--- src/rtl/usb_desc_pkg.sv ---
// Shared constants for the EP0 descriptor responder: descriptor types,
// string indices and FSM state codes.
package usb_desc_pkg;

   localparam logic [7:0] DT_DEV    = 8'h01;
   localparam logic [7:0] DT_CFG    = 8'h02;
   localparam logic [7:0] DT_STR    = 8'h03;
   localparam logic [7:0] DT_QUAL   = 8'h06;
   localparam logic [7:0] DT_OSCFG  = 8'h07;
   localparam logic [7:0] DT_BOS    = 8'h0F;
   localparam logic [7:0] DT_HIDRPT = 8'h22;

   localparam logic [7:0] STR_LANG    = 8'd0;
   localparam logic [7:0] STR_VENDOR  = 8'd1;
   localparam logic [7:0] STR_PRODUCT = 8'd2;
   localparam logic [7:0] STR_SERIAL  = 8'd3;

   // The language-ID table is always a single 16-bit LANGID.
   localparam int STRLANG_LEN = 4;

   localparam logic [2:0] S_IDLE     = 3'd0;
   localparam logic [2:0] S_WAIT_IN  = 3'd1;
   localparam logic [2:0] S_SEND     = 3'd2;
   localparam logic [2:0] S_WAIT_ACK = 3'd3;
   localparam logic [2:0] S_STALL    = 3'd4;

endpackage

--- src/rtl/usb_desc_sel.sv ---
// Combinational descriptor lookup: request type/index and link speed to the
// ROM address and length of the matching descriptor, plus a validity flag.
module usb_desc_sel
   import usb_desc_pkg::*;
#(
   parameter int ADDR_W = 16
) (
   input  logic [7:0]        desc_type,
   input  logic [7:0]        desc_index,
   input  logic              high_speed,
   input  logic              have_strings,
   input  logic [ADDR_W-1:0] dev_addr,
   input  logic [ADDR_W-1:0] dev_len,
   input  logic [ADDR_W-1:0] qual_addr,
   input  logic [ADDR_W-1:0] qual_len,
   input  logic [ADDR_W-1:0] fscfg_addr,
   input  logic [ADDR_W-1:0] fscfg_len,
   input  logic [ADDR_W-1:0] hscfg_addr,
   input  logic [ADDR_W-1:0] hscfg_len,
   input  logic [ADDR_W-1:0] oscfg_addr,
   input  logic [ADDR_W-1:0] hidrpt_addr,
   input  logic [ADDR_W-1:0] hidrpt_len,
   input  logic [ADDR_W-1:0] bos_addr,
   input  logic [ADDR_W-1:0] bos_len,
   input  logic [ADDR_W-1:0] strlang_addr,
   input  logic [ADDR_W-1:0] strvendor_addr,
   input  logic [ADDR_W-1:0] strvendor_len,
   input  logic [ADDR_W-1:0] strproduct_addr,
   input  logic [ADDR_W-1:0] strproduct_len,
   input  logic [ADDR_W-1:0] strserial_addr,
   input  logic [ADDR_W-1:0] strserial_len,
   output logic [ADDR_W-1:0] sel_addr,
   output logic [ADDR_W-1:0] sel_len,
   output logic              sel_ok
);

   logic known;

   always_comb begin
      sel_addr = '0;
      sel_len  = '0;
      known    = 1'b1;
      case (desc_type)
         DT_DEV:    begin sel_addr = dev_addr;    sel_len = dev_len;    end
         DT_QUAL:   begin sel_addr = qual_addr;   sel_len = qual_len;   end
         DT_CFG: begin
            sel_addr = high_speed ? hscfg_addr : fscfg_addr;
            sel_len  = high_speed ? hscfg_len  : fscfg_len;
         end
         // Other-speed config reuses the opposite speed's length; type byte is patched on the fly.
         DT_OSCFG: begin
            sel_addr = oscfg_addr;
            sel_len  = high_speed ? fscfg_len : hscfg_len;
         end
         DT_BOS:    begin sel_addr = bos_addr;    sel_len = bos_len;    end
         DT_HIDRPT: begin sel_addr = hidrpt_addr; sel_len = hidrpt_len; end
         DT_STR: begin
            if (!have_strings) known = 1'b0;
            case (desc_index)
               STR_LANG:    begin sel_addr = strlang_addr;    sel_len = ADDR_W'(STRLANG_LEN); end
               STR_VENDOR:  begin sel_addr = strvendor_addr;  sel_len = strvendor_len;  end
               STR_PRODUCT: begin sel_addr = strproduct_addr; sel_len = strproduct_len; end
               STR_SERIAL:  begin sel_addr = strserial_addr;  sel_len = strserial_len;  end
               default:     known = 1'b0;
            endcase
         end
         default: known = 1'b0;
      endcase
      sel_ok = known && (sel_len != '0);
   end

endmodule

--- src/rtl/usb_desc_tx.sv ---
// EP0 control-IN responder: decodes GET_DESCRIPTOR, then streams the descriptor
// from ROM as MAX_PKT-sized IN packets with retry, ZLP and STALL handling.
//
//   state    | meaning
//   IDLE     | no transfer in progress
//   WAIT_IN  | data owed, waiting for the host's IN token
//   SEND     | streaming the current packet to the TX engine
//   WAIT_ACK | packet sent, waiting for ACK (or an IN retry)
//   STALL    | request unsupported; IN answered with STALL
module usb_desc_tx
   import usb_desc_pkg::*;
#(
   parameter int MAX_PKT = 64,
   parameter int ADDR_W  = 16
) (
   input  logic              clk,
   input  logic              rst,
   input  logic              setup_valid_i,
   input  logic [7:0]        setup_type_i,
   input  logic [7:0]        setup_index_i,
   input  logic [15:0]       setup_len_i,
   input  logic              high_speed_i,
   input  logic              abort_i,
   input  logic              in_tok_i,
   input  logic              in_ack_i,
   output logic              tx_valid_o,
   output logic [7:0]        tx_data_o,
   output logic              tx_last_o,
   input  logic              tx_ready_i,
   output logic              tx_zlp_o,
   output logic              stall_o,
   output logic              done_o,
   output logic [ADDR_W-1:0] descrom_raddr_o,
   input  logic [7:0]        descrom_rdata_i,
   input  logic [ADDR_W-1:0] desc_dev_addr_i,
   input  logic [ADDR_W-1:0] desc_dev_len_i,
   input  logic [ADDR_W-1:0] desc_qual_addr_i,
   input  logic [ADDR_W-1:0] desc_qual_len_i,
   input  logic [ADDR_W-1:0] desc_fscfg_addr_i,
   input  logic [ADDR_W-1:0] desc_fscfg_len_i,
   input  logic [ADDR_W-1:0] desc_hscfg_addr_i,
   input  logic [ADDR_W-1:0] desc_hscfg_len_i,
   input  logic [ADDR_W-1:0] desc_oscfg_addr_i,
   input  logic [ADDR_W-1:0] desc_hidrpt_addr_i,
   input  logic [ADDR_W-1:0] desc_hidrpt_len_i,
   input  logic [ADDR_W-1:0] desc_bos_addr_i,
   input  logic [ADDR_W-1:0] desc_bos_len_i,
   input  logic [ADDR_W-1:0] desc_strlang_addr_i,
   input  logic [ADDR_W-1:0] desc_strvendor_addr_i,
   input  logic [ADDR_W-1:0] desc_strvendor_len_i,
   input  logic [ADDR_W-1:0] desc_strproduct_addr_i,
   input  logic [ADDR_W-1:0] desc_strproduct_len_i,
   input  logic [ADDR_W-1:0] desc_strserial_addr_i,
   input  logic [ADDR_W-1:0] desc_strserial_len_i,
   input  logic              desc_have_strings_i
);

   localparam int                PKT_W     = $clog2(MAX_PKT);
   localparam logic [ADDR_W-1:0] MAX_PKT_W = ADDR_W'(MAX_PKT);
   localparam logic [ADDR_W-1:0] ONE       = ADDR_W'(1);

   logic [2:0]        state;
   logic [ADDR_W-1:0] ptr, pkt_start, remaining, pkt_len, pkt_left, patch_addr;
   logic              zlp_owed, patch_en;
   logic [ADDR_W-1:0] sel_addr, sel_len, wlen, total, next_pkt_len, rem_after;
   logic              sel_ok, send;

   usb_desc_sel #(.ADDR_W(ADDR_W)) u_sel (
      .desc_type       (setup_type_i),
      .desc_index      (setup_index_i),
      .high_speed      (high_speed_i),
      .have_strings    (desc_have_strings_i),
      .dev_addr        (desc_dev_addr_i),
      .dev_len         (desc_dev_len_i),
      .qual_addr       (desc_qual_addr_i),
      .qual_len        (desc_qual_len_i),
      .fscfg_addr      (desc_fscfg_addr_i),
      .fscfg_len       (desc_fscfg_len_i),
      .hscfg_addr      (desc_hscfg_addr_i),
      .hscfg_len       (desc_hscfg_len_i),
      .oscfg_addr      (desc_oscfg_addr_i),
      .hidrpt_addr     (desc_hidrpt_addr_i),
      .hidrpt_len      (desc_hidrpt_len_i),
      .bos_addr        (desc_bos_addr_i),
      .bos_len         (desc_bos_len_i),
      .strlang_addr    (desc_strlang_addr_i),
      .strvendor_addr  (desc_strvendor_addr_i),
      .strvendor_len   (desc_strvendor_len_i),
      .strproduct_addr (desc_strproduct_addr_i),
      .strproduct_len  (desc_strproduct_len_i),
      .strserial_addr  (desc_strserial_addr_i),
      .strserial_len   (desc_strserial_len_i),
      .sel_addr        (sel_addr),
      .sel_len         (sel_len),
      .sel_ok          (sel_ok)
   );

   assign wlen         = ADDR_W'(setup_len_i);
   assign total        = (sel_len < wlen) ? sel_len : wlen;
   assign next_pkt_len = (remaining < MAX_PKT_W) ? remaining : MAX_PKT_W;
   assign rem_after    = remaining - pkt_len;
   assign send         = (state == S_SEND);

   assign tx_valid_o      = send;
   assign tx_last_o       = send && (pkt_left == ONE);
   assign tx_data_o       = !send ? 8'h00 :
                            (patch_en && (ptr == patch_addr)) ? DT_OSCFG : descrom_rdata_i;
   assign stall_o         = (state == S_STALL);
   assign descrom_raddr_o = ptr;

   always_ff @(posedge clk or posedge rst) begin
      if (rst) begin
         state      <= S_IDLE;
         ptr        <= '0;
         pkt_start  <= '0;
         remaining  <= '0;
         pkt_len    <= '0;
         pkt_left   <= '0;
         patch_addr <= '0;
         patch_en   <= 1'b0;
         zlp_owed   <= 1'b0;
         tx_zlp_o   <= 1'b0;
         done_o     <= 1'b0;
      end else begin
         tx_zlp_o <= 1'b0;
         done_o   <= 1'b0;
         if (abort_i) begin
            state <= S_IDLE;
         end else if (setup_valid_i) begin
            ptr        <= sel_addr;
            pkt_start  <= sel_addr;
            remaining  <= total;
            pkt_len    <= '0;
            pkt_left   <= '0;
            zlp_owed   <= (total[PKT_W-1:0] == '0) && (total < wlen);
            patch_en   <= (setup_type_i == DT_OSCFG);
            patch_addr <= sel_addr + ONE;
            if (!sel_ok) begin
               state <= S_STALL;
            end else if (wlen == '0) begin
               state  <= S_IDLE;
               done_o <= 1'b1;
            end else begin
               state <= S_WAIT_IN;
            end
         end else begin
            case (state)
               S_WAIT_IN: begin
                  if (in_tok_i) begin
                     pkt_start <= ptr;
                     pkt_len   <= next_pkt_len;
                     pkt_left  <= next_pkt_len;
                     if (next_pkt_len == '0) begin
                        tx_zlp_o <= 1'b1;
                        state    <= S_WAIT_ACK;
                     end else begin
                        state <= S_SEND;
                     end
                  end
               end
               S_SEND: begin
                  if (tx_ready_i) begin
                     ptr      <= ptr + ONE;
                     pkt_left <= pkt_left - ONE;
                     if (pkt_left == ONE) state <= S_WAIT_ACK;
                  end
               end
               S_WAIT_ACK: begin
                  if (in_ack_i) begin
                     remaining <= rem_after;
                     if (pkt_len == '0) zlp_owed <= 1'b0;
                     if ((rem_after == '0) && (!zlp_owed || (pkt_len == '0))) begin
                        state  <= S_IDLE;
                        done_o <= 1'b1;
                     end else begin
                        state <= S_WAIT_IN;
                     end
                  end else if (in_tok_i) begin
                     // Host never saw our packet: rewind and send it again verbatim.
                     ptr      <= pkt_start;
                     pkt_left <= pkt_len;
                     if (pkt_len == '0) tx_zlp_o <= 1'b1;
                     else               state    <= S_SEND;
                  end
               end
               default: ;
            endcase
         end
      end
   end

endmodule

--- config.mk ---
export PLATFORM = sky130hd
export DESIGN_NAME = usb_desc_tx
export DESIGN_NICKNAME = d
export VERILOG_FILES = /design/src/rtl/usb_desc_pkg.sv /design/src/rtl/usb_desc_sel.sv /design/src/rtl/usb_desc_tx.sv
export SDC_FILE = /design/constraint.sdc
export NUM_CORES = 1
export LEC_CHECK = 0
export CELL_PAD_IN_SITES_DETAIL_PLACEMENT = 0
export CELL_PAD_IN_SITES_GLOBAL_PLACEMENT = 2
export CORE_UTILIZATION = 23
export DETAILED_ROUTE_END_ITERATION = 12
export PLACE_DENSITY_LB_ADDON = 0.1
export SYNTH_ARGS = -nofsm -noshare
export SYNTH_HDL_FRONTEND = slang
export SYNTH_HIERARCHICAL = 1
export SYNTH_SLANG_ARGS = --single-unit
--- constraint.sdc ---
create_clock -name clk -period 3.3 [get_ports clk]
set_input_delay 0.33 -clock clk [delete_from_list [all_inputs] [get_ports clk]]
set_output_delay 0.33 -clock clk [all_outputs]
set_load 0.005 [all_outputs]
==> out/summary.txt <==
Status - finished with violations
Violated checks - negative setup slack
NetSw - 0.002243 W
Worst path required time - 3.54 ns
Final Cell Area - 19,140 µm²
Global router's overall resource usage - 24.67%
Cells after DPL - 2,487
Fin Clk Skew - 0.01371 ns
Critical path startpoint category - primary input
Crit-path max cell delay - 0.34 ns
Initial Util - 23.31%
Min cycle time layout - 4.443 ns
CP max-delay cell - a2111oi_4
Syn Nets - 1,734
Gpl congestion - 0.9250
Max_slew headroom - 46.53%
Largest cells by area after synthesis - dfrtp_1 (24%), o21ai_0 (5.8%), ha_1 (5.8%)
WS Path Type - primary input to flop
Register area share after synthesis - 24.36%
CTS sink cnt - 103
CTS tree - built
CP cell instances - buf_8 -> buf_6 -> and4b_2 -> buf_6 -> buf_6 -> nor2b_4 -> a222oi_1 -> a31o_1 -> o211ai_1 -> nand2b_4 -> a21o_1 -> a21o_1 -> a21oi_2 -> nor3_2 -> o221ai_4 -> buf_12 -> mux2_4 -> ha_4 -> nand4_1 -> or2_4 -> a2111oi_4 -> nand2_1 -> a31oi_2 -> o21ai_1
P_leak - 8.065 nW
Critical path endpoint category - flop
Hold WS - 0.3427 ns
HP Class - primary input to flop
Yosys warnings - 6
Worst slew pin tran - 0.8021 ns
Fin crit share - 134.6%
Synthesized-area fraction occupied by adder cells - 5.984%
Area leader, netlist - dfrtp_1
Port-buffer cells - 397
CTS Buf Count - 9
Combinational group share of total power - 56.1%
# DRC - 0
Ratio of cells with drive above 1 in the final layout - 27.89%
Core region area - 45,380 µm²
Routed wire per std cell - 22.88 µm
Die Width - 216.5 µm
Post-Syn Area per Cell - 8.046 µm²
Mux cell area share after synthesis - 8.917%
GRT busiest layer - met2
Max Clk Rate - 0.2251 GHz
Rows - 78
Largest net degree at the start of global routing - 48
RSZ-0062 raised after global routing - yes
Number of global-route vias before repair - 13,660
Final Util - 42.17%
Top cell by count, worst path - buf_6
Vias per cell - 5.083
Max cap viols - 0
Clock Tree Buf Depth - 2
Most frequent cells in the layout - clkdlybuf4s50_1 (368), buf_4 (270), nand2_1 (123), dfrtp_1 (103), o21ai_0 (97)
Detailed placement HPWL - 49,430 µm
Final hold vios - 0
Max-slew violation count - 0
Number of synthesized flops with an enable pin - 0
Mapped cell area - 10,580 µm²
Layout area overhead - 80.89%
CTS Hold Bufs - 0
IO Count - 398
Power per cell area - 302.8 nW/µm²
Met2 Use GR - 44.95%
Clock Power Share - 17.9%
Worst-path maximum fanout - 5
Die Footprint - 46,860 µm²
M3 GR Usage - 4.070%
Final #Nets - 2,386
Worst Path Arrival - 4.68 ns
Synth top area share - 24.36%
Post-synthesis xor/xnor area fraction - 4.470%
Reg clk slew, reported paths - 0.07 ns
H-tree depth - 3
Placed cell area - 17,230 µm²
Initial antenna violation count - 16
Gr ovfl total - 0
Drt pass-1 iters - 6
Ys flop type - dfrtp_1
# setup viols final - 17
Final Instance Count excl. Fillers - 2,579
Routed Antenna Nets - 0
Commonest non-fill, non-tap cell in the layout - clkdlybuf4s50_1
Share of total power in sequential cells - 26.0%
Fill cells - 4,599
First-pass GRT wire length - 86,860 µm
Met1 usage in global routing - 29.60%
Synth unique cells - 82
Compound-Gate Fraction of Synth Area - 30.22%
Cells after Synth - 1,315
Synth Area in Simple Gates - 20.12%
Ys async rst share - 100.0%
Die Ht - 216.5 µm
Routed wire length - 59,000 µm
Largest family of logic cells by synthesized area - compound AO/OA/AOI/OAI gates
Tot Pwr - 0.005795 W
Post-synthesis register bit count - 103
Pint - 0.003552 W
Worst VDD drop - 0.3043 mV
DRT iter0 DRCs - 734
Root Buffer - clkbuf_16
DR vias - 13,110
Skew-Pair Late Insertion Delay - 0.36 ns
Net Sw Frac - 38.70%
Setup ws final - -1.143 ns
Yosys cell counts (all sizes together) (31+ instances only):
cell type    n
nand2      125
o21ai      125
dfrtp      103
nor2        84
clkbuf      62
inv         60
mux2i       56
a21oi       55
ha          49
a221oi      39
nand3       36
mux2        34
a211oi      32
a22o        32
buf         31
repair_timing:
action / 4_1_cts / 5_1_grt
pin swaps: 30 / 97
setup endpoints to repair: 39 / 25
gates resized for setup: 205 / 140
setup buffers: 93 / 27
endpoints found under the hold margin: 0 / 0
gates cloned: 2 / 0
power groups by stage:
stage,clock network [W],registers [W],logic [W]
floorplan,0,0.00149,0.00150
global placement,0,0.00153,0.00286
detailed placement,0,0.00153,0.00286
CTS,0.00108,0.00150,0.00296
global route,0.00112,0.00152,0.00353
finish,0.00104,0.00150,0.00325
path summary, 6_finish.rpt:
path	from	to	slack, ns	depth (start not counted)
max reg2reg	remaining[0]	done_o	0.05	14
min in group asynchronous	rst	pkt_left[14]	0.43	2
min reg2reg	pkt_start[4]	pkt_start[4]	0.49	2
max in group asynchronous	rst	remaining[10]	2.12	3
min	setup_valid_i	tx_zlp_o	0.34	2
max	setup_type_i[1]	zlp_owed	-1.14	24
worst max-delay path: cells and delay by family:
family                   cells  cell delay (ns)
AO/OA/AOI/OAI               10             1.95
adder cells (fa/ha/maj)      1             0.26
buffers and inverters        5             0.62
multiplexers                 1             0.32
AND/OR/NAND/NOR              7             1.18
per-layer routing:
layer | wire (µm) | up-vias
met4 | 1355 | 6
met1 | 24700 | 6366
met5 | 40 | -
li1 | - | 6319
met3 | 2771 | 61
met2 | 30130 | 358
kinds of logic after synthesis:
logic type	count (synthesis)
AOI/OAI and AO/OA	450
buffers and inverters	153
DFF	103
xor gates and xnor gates	54
and+or+nand+nor	415
muxes	90
adders and majority gates	50
registers in the layout (all words and copies together) (netlist names):
register,cells
pkt_left,16
pkt_start,16
descrom_raddr_o,16
state,3
zlp_owed,1
patch_addr,16
done_o,1
tx_zlp_o,1
remaining,16
pkt_len,16
patch_en,1
final cells by class:
class | count | area [µm²] | area share (%)
diodes | 7 | 17.52 | 0.09153
clock buffers | 11 | 232.7 | 1.216
clock inverters | 5 | 42.54 | 0.2223
inverters | 60 | 227.7 | 1.190
multi-input cells | 1059 | 8368 | 43.72
flip-flops and latches | 103 | 2577 | 13.47
well taps | 600 | 750.7 | 3.923
repair buffers | 734 | 6922 | 36.17
metrics by stage:
stage | setup WS (ns) | setup TNS [ns]
CTS | -1.115 | -8.078
finish | -1.143 | -4.586
detailed placement | -2.016 | -35.75
global placement | -2.017 | -33.80
global route | -1.327 | -6.660
floorplan | -1.274 | -5.852
Power figures use the tool's default switching activity.
